### src/rtl/spi_master.sv
// spi_master: SPI mode 0 (MSB first) serial engine fed by the UART command
// processor and driving the RFFE bridge.
//
// A request (spi_start while spi_ready) latches direction, payload and depth.
// Depth is clamped to 24 bits; a depth of 0 is ignored.
// - Write: shift out depth bits.
// - Read: shift out depth address bits, then clock RD_BITS bits in from MISO.
//   The captured value is presented on spi_data_rx with a single-cycle
//   spi_rx_valid pulse when chip select is released.
//
// Ports:
//   clk, rst          system clock, synchronous active-high reset
//   spi_start         request strobe (sampled only while spi_ready=1)
//   spi_dir           0=write, 1=read
//   spi_data_tx[23:0] payload, bit (depth-1) is sent first
//   spi_data_depth    number of bits to shift out (clamped to 24)
//   spi_ready         idle and able to accept a request
//   spi_data_rx[15:0] last captured read data, right-aligned
//   spi_rx_valid      one-cycle pulse when spi_data_rx updates
//   spi_cs_n, spi_sclk, spi_mosi, spi_miso   4-wire SPI bus
//
// Build option: SPI_CS_GUARD_EN stretches HOLD to 3*CLK_DIV cycles and GAP to
// 2*CLK_DIV cycles, giving margin for slow select logic on the bridge.
//
// state | meaning
// IDLE  | ready for a request, cs_n high
// SETUP | cs_n low, first bit on MOSI, waiting one half-period
// SHIFT | clocking out the latched bits
// READ  | clocking in RD_BITS bits from MISO (reads only)
// HOLD  | sclk low, cs_n still low
// GAP   | cs_n high before returning to IDLE
module spi_master #(
    parameter int CLK_DIV = 4,
    parameter int RD_BITS = 8
) (
    input  logic        clk,
    input  logic        rst,
    input  logic        spi_start,
    input  logic        spi_dir,
    input  logic [23:0] spi_data_tx,
    input  logic [7:0]  spi_data_depth,
    output logic        spi_ready,
    output logic [15:0] spi_data_rx,
    output logic        spi_rx_valid,
    output logic        spi_cs_n,
    output logic        spi_sclk,
    output logic        spi_mosi,
    input  logic        spi_miso
);

`ifdef SPI_CS_GUARD_EN
    localparam int HOLD_CYC = 3 * CLK_DIV;
    localparam int GAP_CYC  = 2 * CLK_DIV;
`else
    localparam int HOLD_CYC = CLK_DIV;
    localparam int GAP_CYC  = 1;
`endif

    localparam logic [9:0] HALF_LAST = 10'(CLK_DIV - 1);
    localparam logic [9:0] HOLD_LAST = 10'(HOLD_CYC - 1);
    localparam logic [9:0] GAP_LAST  = 10'(GAP_CYC - 1);
    localparam logic [4:0] RD_LAST   = 5'(RD_BITS - 1);

    typedef enum logic [2:0] {
        IDLE,
        SETUP,
        SHIFT,
        READ,
        HOLD,
        GAP
    } state_t;

    state_t      state_q, state_d;
    logic [9:0]  cnt_q, cnt_d;
    logic [4:0]  bit_q, bit_d;
    logic [4:0]  rd_q, rd_d;
    logic        dir_q, dir_d;
    logic [23:0] tx_q, tx_d;
    logic [15:0] shift_q, shift_d;
    logic [15:0] rx_q, rx_d;
    logic        valid_q, valid_d;
    logic        cs_n_q, cs_n_d;
    logic        sclk_q, sclk_d;
    logic        mosi_q, mosi_d;

    logic [4:0]  depth_c;
    logic        half_done;

    assign depth_c   = (spi_data_depth > 8'd24) ? 5'd24 : spi_data_depth[4:0];
    assign half_done = (cnt_q == HALF_LAST);

    always_comb begin
        state_d = state_q;
        cnt_d   = cnt_q;
        bit_d   = bit_q;
        rd_d    = rd_q;
        dir_d   = dir_q;
        tx_d    = tx_q;
        shift_d = shift_q;
        rx_d    = rx_q;
        valid_d = 1'b0;
        cs_n_d  = cs_n_q;
        sclk_d  = sclk_q;
        mosi_d  = mosi_q;

        case (state_q)
            IDLE: begin
                if (spi_start && (spi_data_depth != 8'd0)) begin
                    dir_d   = spi_dir;
                    tx_d    = spi_data_tx;
                    bit_d   = depth_c - 5'd1;
                    mosi_d  = spi_data_tx[depth_c - 5'd1];
                    shift_d = '0;
                    cs_n_d  = 1'b0;
                    cnt_d   = '0;
                    state_d = SETUP;
                end
            end
            SETUP: begin
                if (half_done) begin
                    cnt_d   = '0;
                    sclk_d  = 1'b1;
                    state_d = SHIFT;
                end else begin
                    cnt_d = cnt_q + 10'd1;
                end
            end
            SHIFT: begin
                if (!half_done) begin
                    cnt_d = cnt_q + 10'd1;
                end else begin
                    cnt_d = '0;
                    if (sclk_q) begin
                        // falling edge: present the next bit for the coming rise
                        sclk_d = 1'b0;
                        if (bit_q != 5'd0) begin
                            mosi_d = tx_q[bit_q - 5'd1];
                        end
                    end else if (bit_q != 5'd0) begin
                        bit_d  = bit_q - 5'd1;
                        sclk_d = 1'b1;
                    end else if (dir_q) begin
                        // first read period starts immediately; sample on this rise
                        sclk_d  = 1'b1;
                        mosi_d  = 1'b0;
                        rd_d    = RD_LAST;
                        shift_d = {shift_q[14:0], spi_miso};
                        state_d = READ;
                    end else begin
                        state_d = HOLD;
                    end
                end
            end
            READ: begin
                if (!half_done) begin
                    cnt_d = cnt_q + 10'd1;
                end else begin
                    cnt_d = '0;
                    if (sclk_q) begin
                        sclk_d = 1'b0;
                    end else if (rd_q != 5'd0) begin
                        rd_d    = rd_q - 5'd1;
                        sclk_d  = 1'b1;
                        shift_d = {shift_q[14:0], spi_miso};
                    end else begin
                        state_d = HOLD;
                    end
                end
            end
            HOLD: begin
                if (cnt_q == HOLD_LAST) begin
                    cnt_d   = '0;
                    cs_n_d  = 1'b1;
                    mosi_d  = 1'b0;
                    state_d = GAP;
                    if (dir_q) begin
                        rx_d    = shift_q;
                        valid_d = 1'b1;
                    end
                end else begin
                    cnt_d = cnt_q + 10'd1;
                end
            end
            GAP: begin
                if (cnt_q == GAP_LAST) begin
                    cnt_d   = '0;
                    state_d = IDLE;
                end else begin
                    cnt_d = cnt_q + 10'd1;
                end
            end
            default: begin
                state_d = IDLE;
                cs_n_d  = 1'b1;
                sclk_d  = 1'b0;
                mosi_d  = 1'b0;
                cnt_d   = '0;
            end
        endcase
    end

    always_ff @(posedge clk) begin
        if (rst) begin
            state_q <= IDLE;
            cnt_q   <= '0;
            bit_q   <= '0;
            rd_q    <= '0;
            dir_q   <= 1'b0;
            tx_q    <= '0;
            shift_q <= '0;
            rx_q    <= '0;
            valid_q <= 1'b0;
            cs_n_q  <= 1'b1;
            sclk_q  <= 1'b0;
            mosi_q  <= 1'b0;
        end else begin
            state_q <= state_d;
            cnt_q   <= cnt_d;
            bit_q   <= bit_d;
            rd_q    <= rd_d;
            dir_q   <= dir_d;
            tx_q    <= tx_d;
            shift_q <= shift_d;
            rx_q    <= rx_d;
            valid_q <= valid_d;
            cs_n_q  <= cs_n_d;
            sclk_q  <= sclk_d;
            mosi_q  <= mosi_d;
        end
    end

    assign spi_ready    = (state_q == IDLE);
    assign spi_data_rx  = rx_q;
    assign spi_rx_valid = valid_q;
    assign spi_cs_n     = cs_n_q;
    assign spi_sclk     = sclk_q;
    assign spi_mosi     = mosi_q;

endmodule

### config.mk
export PLATFORM = sky130hd
export DESIGN_NAME = spi_master
export DESIGN_NICKNAME = d
export VERILOG_FILES = /design/src/rtl/spi_master.sv
export SDC_FILE = /design/constraint.sdc
export NUM_CORES = 1
export LEC_CHECK = 0
export CELL_PAD_IN_SITES_DETAIL_PLACEMENT = 2
export CELL_PAD_IN_SITES_GLOBAL_PLACEMENT = 2
export CORE_ASPECT_RATIO = 1.4
export CORE_MARGIN = 2
export CORE_UTILIZATION = 34
export DETAILED_ROUTE_END_ITERATION = 10
export PLACE_DENSITY = 0.89
export SYNTH_ARGS = -nofsm -noshare
export SYNTH_HDL_FRONTEND = slang
export SYNTH_SLANG_ARGS = --single-unit
### constraint.sdc
create_clock -name clk -period 3.65 [get_ports clk]
set_input_delay 0.5475 -clock clk [delete_from_list [all_inputs] [get_ports clk]]
set_output_delay 0.5475 -clock clk [all_outputs]
set_load 0.02 [all_outputs]
==> reports/results.ini <==
[global_routing]
antenna_found_initial=0
gr-usage-all-layers_pct=21.25
grt_pass1_wl_mm=22.01
grt_max_degree=45
grt_pass1_vias=4095
grt_overflow=0

[die]
die_area_um2=13230
die_y_um=135.3
core_area_um2=12190
io_pins=58
core.rowCount=48
start_util_pct=34.34
die_w_um=97.78

[logic_synthesis]
yosysWarnings=0
netlist_top_cells_area=dfxtp_1 (40%), mux2i_1 (11%), nor2_1 (6.6%)
ys.flop_type=dfxtp_1
yosysTopAreaCell=dfxtp_1
syn_nets=496
synth_seq_cells=84
synthArstFlopShare_pct=0
synth_top_cell_area_share_pct=40.17
netlist_area_um2=4187
syn_inst=453
synth_cell_type_count=59
synthTopCellsByCount=dfxtp_1 (84), nor2_1 (74), mux2i_1 (48)
synth_area_per_cell_um2=9.242
synth_most_common_cell=dfxtp_1
yosysSeqAreaShare_pct=40.17
synth_edf_count=0

[placement]
dp_cells=638
gp_congestion=0.8887
port_buffers=57
dp_hpwl_mm=9.254
place_area_um2=4875

[setup_path]
cp-start-kind=primary input
rr_worst_depth=9
required_ns=3.84
critPathLaunch=spi_data_depth[3]
path_delay_family=compound AO/OA/AOI/OAI gates
worstReg2RegEnd=spi_mosi
critPathMaxStageDelay_ns=0.56
rrSetupSlack_ns=0.85
cpMaxStageDelayCell=ha_1
critPathCaptureType=register
crit_chain=clkdlybuf4s50_1 > a2111oi_4 > nand2_2 > ha_1 > mux4_2 > mux2i_1 > a21boi_0 > nand4_1 > a21oi_1
worstSetupPathType=in -> reg
crit_cells=9
cp_max_fo=8
cp_num_buf_inv=1
r2r_start=bit_q[0]
cp.arrival_ns=3.30

[power]
p_per_area_nw_per_um2=644.8
vdd_drop_max_mv=0.2651
p_leak_nw=2.092
p_total_mw=3.350

[sta]
maxSlewHeadroom_pct=41.19
min_period_over_period_pct=85.17
slew_viol_final=0
tightest_slew_ns=0.8822
setup_viol=0
finalClockSkew_ns=0.006111
rsz0062_at_grt=false
min_period_ns=3.109
hold_violations=0
final.setup.tns_ns=0
clock.fmax_mhz=321.7

[layout]
finalNonFillerCells=654
fin_nets=542
area_delta_synth_final_pct=24.09
utilization_pct=42.61
final_area_um2=5195
antenna_cells=0
n_fill_cell=1293
drive_gt1_share_pct=11.31

[drt]
wl_per_cell_um=20.50
drt-pass1-iter-count=4
drt_iter0_markers=125
drt.antenna.violating_nets=0
wl_mm=13.40
vias_per_cell=5.521
vias=3611
remaining_drc_errors=0

[clocking]
numCtsBuffers=9
cts_resized=0
clkTransAtPathRegs_ns=0.07
cts-root-buf=clkbuf_16
worst_skew_pair.late_latency_ns=0.35
cts_buffer_depth=2
h-tree-depth=3
cts_hold_buffers=0
cts_tree=built
cts_setup_buffers=0
clkSinkCount=84

[worst_hold_path]
min_to=spi_cs_n
min_path_type=reg -> reg
min_path_cells=1
min-delay-start=spi_cs_n

[outcome]
status=completed

[run]
maxCapViolCount=0

layout by cell type (no fill, tap or decap), types with 2 or more instances in the layout:
cell type | netlist | layout
nand2_1 | 34 | 34
a21oi_1 | 38 | 38
clkbuf_8 | 0 | 2
nand3_1 | 20 | 20
a21oi_2 | 2 | 2
or4_4 | 2 | 2
clkbuf_16 | 0 | 9
mux4_2 | 12 | 12
a211oi_1 | 2 | 2
xor2_1 | 9 | 9
nor3_1 | 8 | 8
nor4_2 | 2 | 2
a2111oi_0 | 2 | 2
clkdlybuf4s50_1 | 0 | 56
nor2b_1 | 2 | 2
o311ai_0 | 2 | 2
or3_1 | 4 | 4
ha_1 | 6 | 6
nor2_1 | 74 | 74
dfxtp_1 | 84 | 84
a21o_1 | 2 | 2
mux2i_1 | 48 | 48
xnor2_1 | 5 | 5
a22oi_1 | 4 | 4
buf_4 | 4 | 8
o211ai_1 | 2 | 2
a311oi_1 | 2 | 2
inv_1 | 12 | 12
a21boi_0 | 2 | 2
o21ai_0 | 6 | 6
clkinv_4 | 0 | 2
nand4_1 | 5 | 5
a31oi_1 | 2 | 2
and3_1 | 4 | 4
flip-flops by register name (all words and copies together), names as in the netlist, 3 cells and up:
signal / flops
tx_q: 24
shift_q: 16
spi_data_rx: 16
cnt_q: 10
bit_q: 5
rd_q: 5
state_q: 3
per-stage QoR:
step	worst slack [ns]	hold slack [ns]
6_report	0.5414	0.4614
4_1_cts	0.5198	0.4656
2_1_floorplan	0.8148	0.4312
3_3_place_gp	0.3547	0.4412
3_5_place_dp	0.1763	0.4493
5_1_grt	0.3188	0.5009
report_power, final:
group	switching (mW)	internal [mW]
Sequential	0.135	1.03
Combinational	0.695	0.505
Clock	0.409	0.578
Total	1.24	2.11
worst max-delay path by stage:
| stage | end | slack (ns) |
|---|---|---|
| 2_1_floorplan | spi_mosi | 0.81 |
| 3_3_place_gp | spi_mosi | 0.35 |
| 3_5_place_dp | spi_mosi | 0.18 |
| 4_1_cts | spi_mosi | 0.52 |
| 5_1_grt | spi_mosi | 0.32 |
| 6_report | spi_mosi | 0.54 |
logic make-up (layout without fill, tap and decap cells):
logic type / count (synthesis) / after routing / synth area share (%)
simple gates: 169 / 169 / 19.93
flops: 84 / 84 / 40.17
compound gates: 78 / 78 / 12.76
mux: 60 / 60 / 17.93
buf+inv: 42 / 93 / 4.483
xor+xnor: 14 / 14 / 2.929
fa+ha+maj: 6 / 6 / 1.793
per-layer routing:
layer | vias to the layer above | GRT usage, % | wire length (um)
li1 | 1699 | - | -
met1 | 1829 | 23.68 | 5343
met2 | 64 | 39.77 | 7381
met3 | 19 | 2.322 | 262
met4 | 0 | 10.73 | 417
met5 | - | 0 | 0
final cells by class:
| cell class | count | area (um2) | area share [%] |
|---|---|---|---|
| tap | 150 | 187.7 | 3.613 |
| multi-input combinational | 327 | 2335 | 44.94 |
| clock buffer | 11 | 252.7 | 4.865 |
| clock inverter | 5 | 67.56 | 1.301 |
| timing repair buffer | 65 | 625.6 | 12.04 |
| sequential | 84 | 1682 | 32.37 |
| inverter | 12 | 45.04 | 0.8671 |
(Power assumes the default switching activity.)
==> RTL change 1: new RTL, same flow settings <==
Take the reset off `rd_q`, `tx_q`, `shift_q` and `rx_q` and load them in a clocked block of their own.
--- a/src/rtl/spi_master.sv
+++ b/src/rtl/spi_master.sv
@@ -204,11 +204,7 @@
             state_q <= IDLE;
             cnt_q   <= '0;
             bit_q   <= '0;
-            rd_q    <= '0;
             dir_q   <= 1'b0;
-            tx_q    <= '0;
-            shift_q <= '0;
-            rx_q    <= '0;
             valid_q <= 1'b0;
             cs_n_q  <= 1'b1;
             sclk_q  <= 1'b0;
@@ -217,11 +213,7 @@
             state_q <= state_d;
             cnt_q   <= cnt_d;
             bit_q   <= bit_d;
-            rd_q    <= rd_d;
             dir_q   <= dir_d;
-            tx_q    <= tx_d;
-            shift_q <= shift_d;
-            rx_q    <= rx_d;
             valid_q <= valid_d;
             cs_n_q  <= cs_n_d;
             sclk_q  <= sclk_d;
@@ -229,6 +221,13 @@
         end
     end
 
+    always_ff @(posedge clk) begin
+        rd_q    <= rd_d;
+        tx_q    <= tx_d;
+        shift_q <= shift_d;
+        rx_q    <= rx_d;
+    end
+
     assign spi_ready    = (state_q == IDLE);
     assign spi_data_rx  = rx_q;
     assign spi_rx_valid = valid_q;
Function: same outputs for any inputs over 10 cycles, from zero or initial values and one cycle with rst high; that may be too few to reach the edited logic, so the function may still have changed.
==> RTL change 1 against the unedited design <==
Final area down 1.2%; register-to-register slack got worse by 0.07 ns; non-clock buffer count is 3 lower; utilization grew 0.82 points; routed wire length decreased by 17%; global-route usage down 3.3 points; maximum frequency up 1.2%; power increased by 7.8%; clock skew up 0.0055 ns; critical path type unchanged; via count shrank 18%; clock power decreased by 13%; sequential cell count stayed put; area after synthesis fell by 1.5%; setup slack better by 0.038 ns.
==> RTL change 1: results (changes against the unedited design) <==
clock skew 0.0116 ns (+0.00550 ns); dpl cells 540 (-15%); slowest CP cell clkdlybuf4s50_1; sequential share of the synthesized area 0.556 (+0.154); Peak VDD IR 0.306 mV (+15%); reported net switching power 0.00130 W (+4.5%); Met2 Wirelength 6180 µm (-16%); Lkg Pwr 1.77 nW (-15%); EDFF count, synth 61 (+61); Non-clk invs 18 (+6); register area 2290 µm² (+36%); ClkCell Share 0.0536 (-0.00804); synth unique cells 60 (+1.7%); combinational power share 0.348 (-0.010); layout cells sized above 1 0.0978 (-0.0153); vias in the first global route 3339 (-18%); P_int 0.00231 W (+9.7%); GPL Wtd Cong 0.802 (-9.7%); Synth Cell Area 4120 µm² (-1.5%); comb_multi_in 229 (-30%); NumNets Final 446 (-18%); first-pass GRT wire length 18100 µm (-18%); worst-path fanout max 6 (-2); Synth Instances 346 (-24%); Setup WS pre-CTS 0.234 ns (+0.0576 ns); Via density 5.35 (-3.2%); GRT Util Overall 0.179 (-0.0331); area of the multi-input gates 1710 µm² (-27%); met3 Usage GRT 0.0276 (+0.00440); Post-Route M1 WL 4380 µm (-18%); largest net degree at the start of global routing 26 (-42%); worst slew pin tran 0.968 ns (+0.0860 ns); met2 usage 0.338 (-0.0601); status finished, final reports clean; DP Wirelength 8400 µm (-9.2%); grt met1 use 0.195 (-0.0413); signal buffers share of area 0.118 (-0.00197); largest stage delay on the critical path 0.54 ns (-0.02 ns); initial DRC count 132 (+5.6%); Clock power frac 0.239 (-0.055); Arrival @ worst endpoint 3.35 ns (+0.05 ns)
-- RTL change 1: cell count changes in the layout (fill, tap and decap cells not counted), sizes merged, moves of 19 or more --
cell / delta
and2: +19
nor2: -45
edfxtp: +61
a21oi: -26
dfxtp: -61
mux2i: -38
-- RTL change 1: cell families (layout without fill, tap and decap cells) --
logic type | count (synthesis) | after routing | synth area share
AOI/OAI and AO/OA | 63 | 63 | 0.114
adders and majority gates | 5 | 5 | 0.0152
buffers and inverters | 33 | 96 | 0.0328
muxes | 22 | 22 | 0.0816
xor gates and xnor gates | 17 | 17 | 0.0407
and+or+nand+nor | 122 | 122 | 0.159
DFF | 84 | 84 | 0.556
-- RTL change 1: final timing paths --
path / from / endpoint / slack [ns] / cells after the start
setup / recovery: spi_data_depth[3] / spi_mosi / 0.58 / 9
hold / removal: shift_q[15] / spi_data_rx[15] / 0.43 / 0
setup reg to reg: bit_q[0] / bit_q[0] / 0.78 / 7
hold reg to reg: shift_q[15] / spi_data_rx[15] / 0.43 / 0
==> RTL change 2: new RTL, same flow settings <==
Without the edit above. The option `SPI_CS_GUARD_EN` is turned on by a define.
--- a/src/rtl/spi_master.sv
+++ b/src/rtl/spi_master.sv
@@ -29,6 +29,8 @@
 // READ  | clocking in RD_BITS bits from MISO (reads only)
 // HOLD  | sclk low, cs_n still low
 // GAP   | cs_n high before returning to IDLE
+`define SPI_CS_GUARD_EN
+
 module spi_master #(
     parameter int CLK_DIV = 4,
     parameter int RD_BITS = 8
Function: no difference found for any inputs over 10 cycles, from zero or initial values and one cycle with rst high; that may be too few to reach the edited logic, so the function may still have changed.
==> RTL change 2 against the unedited design <==
Final area grew 2.4%; routed wire length grew 7.8%; count of clock-buffer cells in the layout shrank 2; register-to-register slack lost 0.33 ns; area after synthesis grew 2.8%; setup slack lost 0.020 ns; sequential cell count is the same; largest cell class unchanged.
Power is not compared: it rests on default switching activity, and its combinational part moved more than twofold at a synthesized area within 25%.
==> RTL change 2: results (changes against the unedited design) <==
Clock power frac 0.388; R2R Setup Slk 0.52 ns (-0.33 ns); GPL Wtd Cong 0.872 (-1.8%); worst hold stages 2 (+1); Sequential Power Share 0.431; Peak VDD IR 0.229 mV; reported net switching power 0.000706 W; Setup Buffers After CTS 0 (unchanged); Slew HR 0.445 (+0.0332); CTS buffer count 9 (unchanged); top cells by count, synth nand2_1, dfxtp_1, a21oi_1, nor2_1, clkbuf_1; CTS Buffer Depth 2 (unchanged); antenna violations before repair 0 (unchanged); CTS root buffer clkbuf_16; Critical R2R Capture spi_mosi; NumNets Final 601 (+11%); wire length per cell 20.2 µm (-1.3%); worst hold path startpoint spi_data_rx[7]; first-pass GRT wire length 23700 µm (+7.5%); DR pass1 iterations 4 (unchanged); area of placed instances 5030 µm² (+3.3%); count leader, synth nand2_1; Setup WS pre-CTS 0.289 ns (+0.113 ns); max reg flops 24 (unchanged); Final Cycle Share 0.857 (+0.00536); post-CTS resize count 0 (unchanged); Pwr Total 0.00231 W; DP Wirelength 10200 µm (+10%); Hold Path Class flip-flop to flip-flop; ys flop type dfxtp_1; Arrival @ worst endpoint 3.34 ns (+0.04 ns); H-tree depth 3 (unchanged); Port Buffer Count 57 (unchanged); Largest Register tx_q; syn nets 555 (+12%); Lkg Pwr 1.91 nW; Worst Setup SP bit_q[0]; sequential share of the synthesized area 0.391 (-0.0111); vias 4067 (+13%); worst-path fanout max 10 (+2); Hold Path End spi_data_rx[7]; Async SR Flop Fraction 0 (unchanged); synth unique cells 64 (+8.5%); YS warnings 0 (unchanged); layout cells sized above 1 0.110 (-0.00317); clock skew 0.00983 ns (+0.00372 ns); vias in the first global route 4514 (+10%); worst skew pair latency 0.35 ns (about the same); largest net degree at the start of global routing 45 (unchanged); Setup CP Type flip-flop to flip-flop; worst r2r path cells 8 (-1); Worst-path clk slew 0.07 ns (about the same); status finished, final reports clean; GRT Util Overall 0.221 (+0.00874); ant diodes 0 (unchanged); Area contributors post-synth dfxtp_1, nand2_1, a21oi_1, mux4_2, mux2i_1; initial DRC count 121 (-3.2%)
## RTL change 2: cell types whose count changed after synthesis, sizes merged, moves of 4 or more
cell / change
mux2: +4
mux2i: -29
and2: +14
nor2: -32
a21oi: +15
nand3: -11
clkbuf: +6
o21ai: +5
nor3: -4
xor2: -4
nand2: +70
nand2b: +5
## RTL change 2: routing by layer
layer / track usage / up-vias / share of wire
li1: - / 1907 / -
met1: 0.228 / 2028 / 0.38
met2: 0.422 / 89 / 0.56
met3: 0.0327 / 43 / 0.024
met4: 0.123 / 0 / 0.042
met5: 0 / - / 0
## RTL change 2: area by class of cell
| class | count | area [µm²] |
|---|---|---|
| Clock buffer | 9 | 225 |
| Clock inverter | 7 | 58.8 |
| Fill cell | 1369 | 7050 |
| Inverter | 9 | 33.8 |
| Multi-Input combinational cell | 386 | 2480 |
| Sequential cell | 84 | 1680 |
| Tap cell | 150 | 188 |
| Timing Repair Buffer | 69 | 656 |
## RTL change 2: worst max-delay path: stages (launching register included)
cell,delay [ns]
dfxtp_1,0.70
inv_1,0.17
ha_1,0.60
mux4_2,0.60
a41o_1,0.27
a31oi_1,0.18
o211ai_1,0.13
a31oi_1,0.22
o31ai_1,0.11
## RTL change 2: metrics by stage
stage | cells | hold slack (ns)
floorplan | 513 | 0.433
global placement | 698 | 0.441
detailed placement | 698 | 0.453
CTS | 714 | 0.464
global route | 714 | 0.473
finish | 714 | 0.456
## RTL change 2: kinds of logic (layout without fill, tap and decap cells)
group | after synthesis | in the layout | share of synthesized area
AOI/OAI and AO/OA | 106 | 106 | 0.158
buffers and inverters | 43 | 94 | 0.0413
xor gates and xnor gates | 9 | 9 | 0.0183
adders and majority gates | 5 | 5 | 0.0145
DFF | 84 | 84 | 0.391
muxes | 35 | 35 | 0.117
and+or+nand+nor | 231 | 231 | 0.260
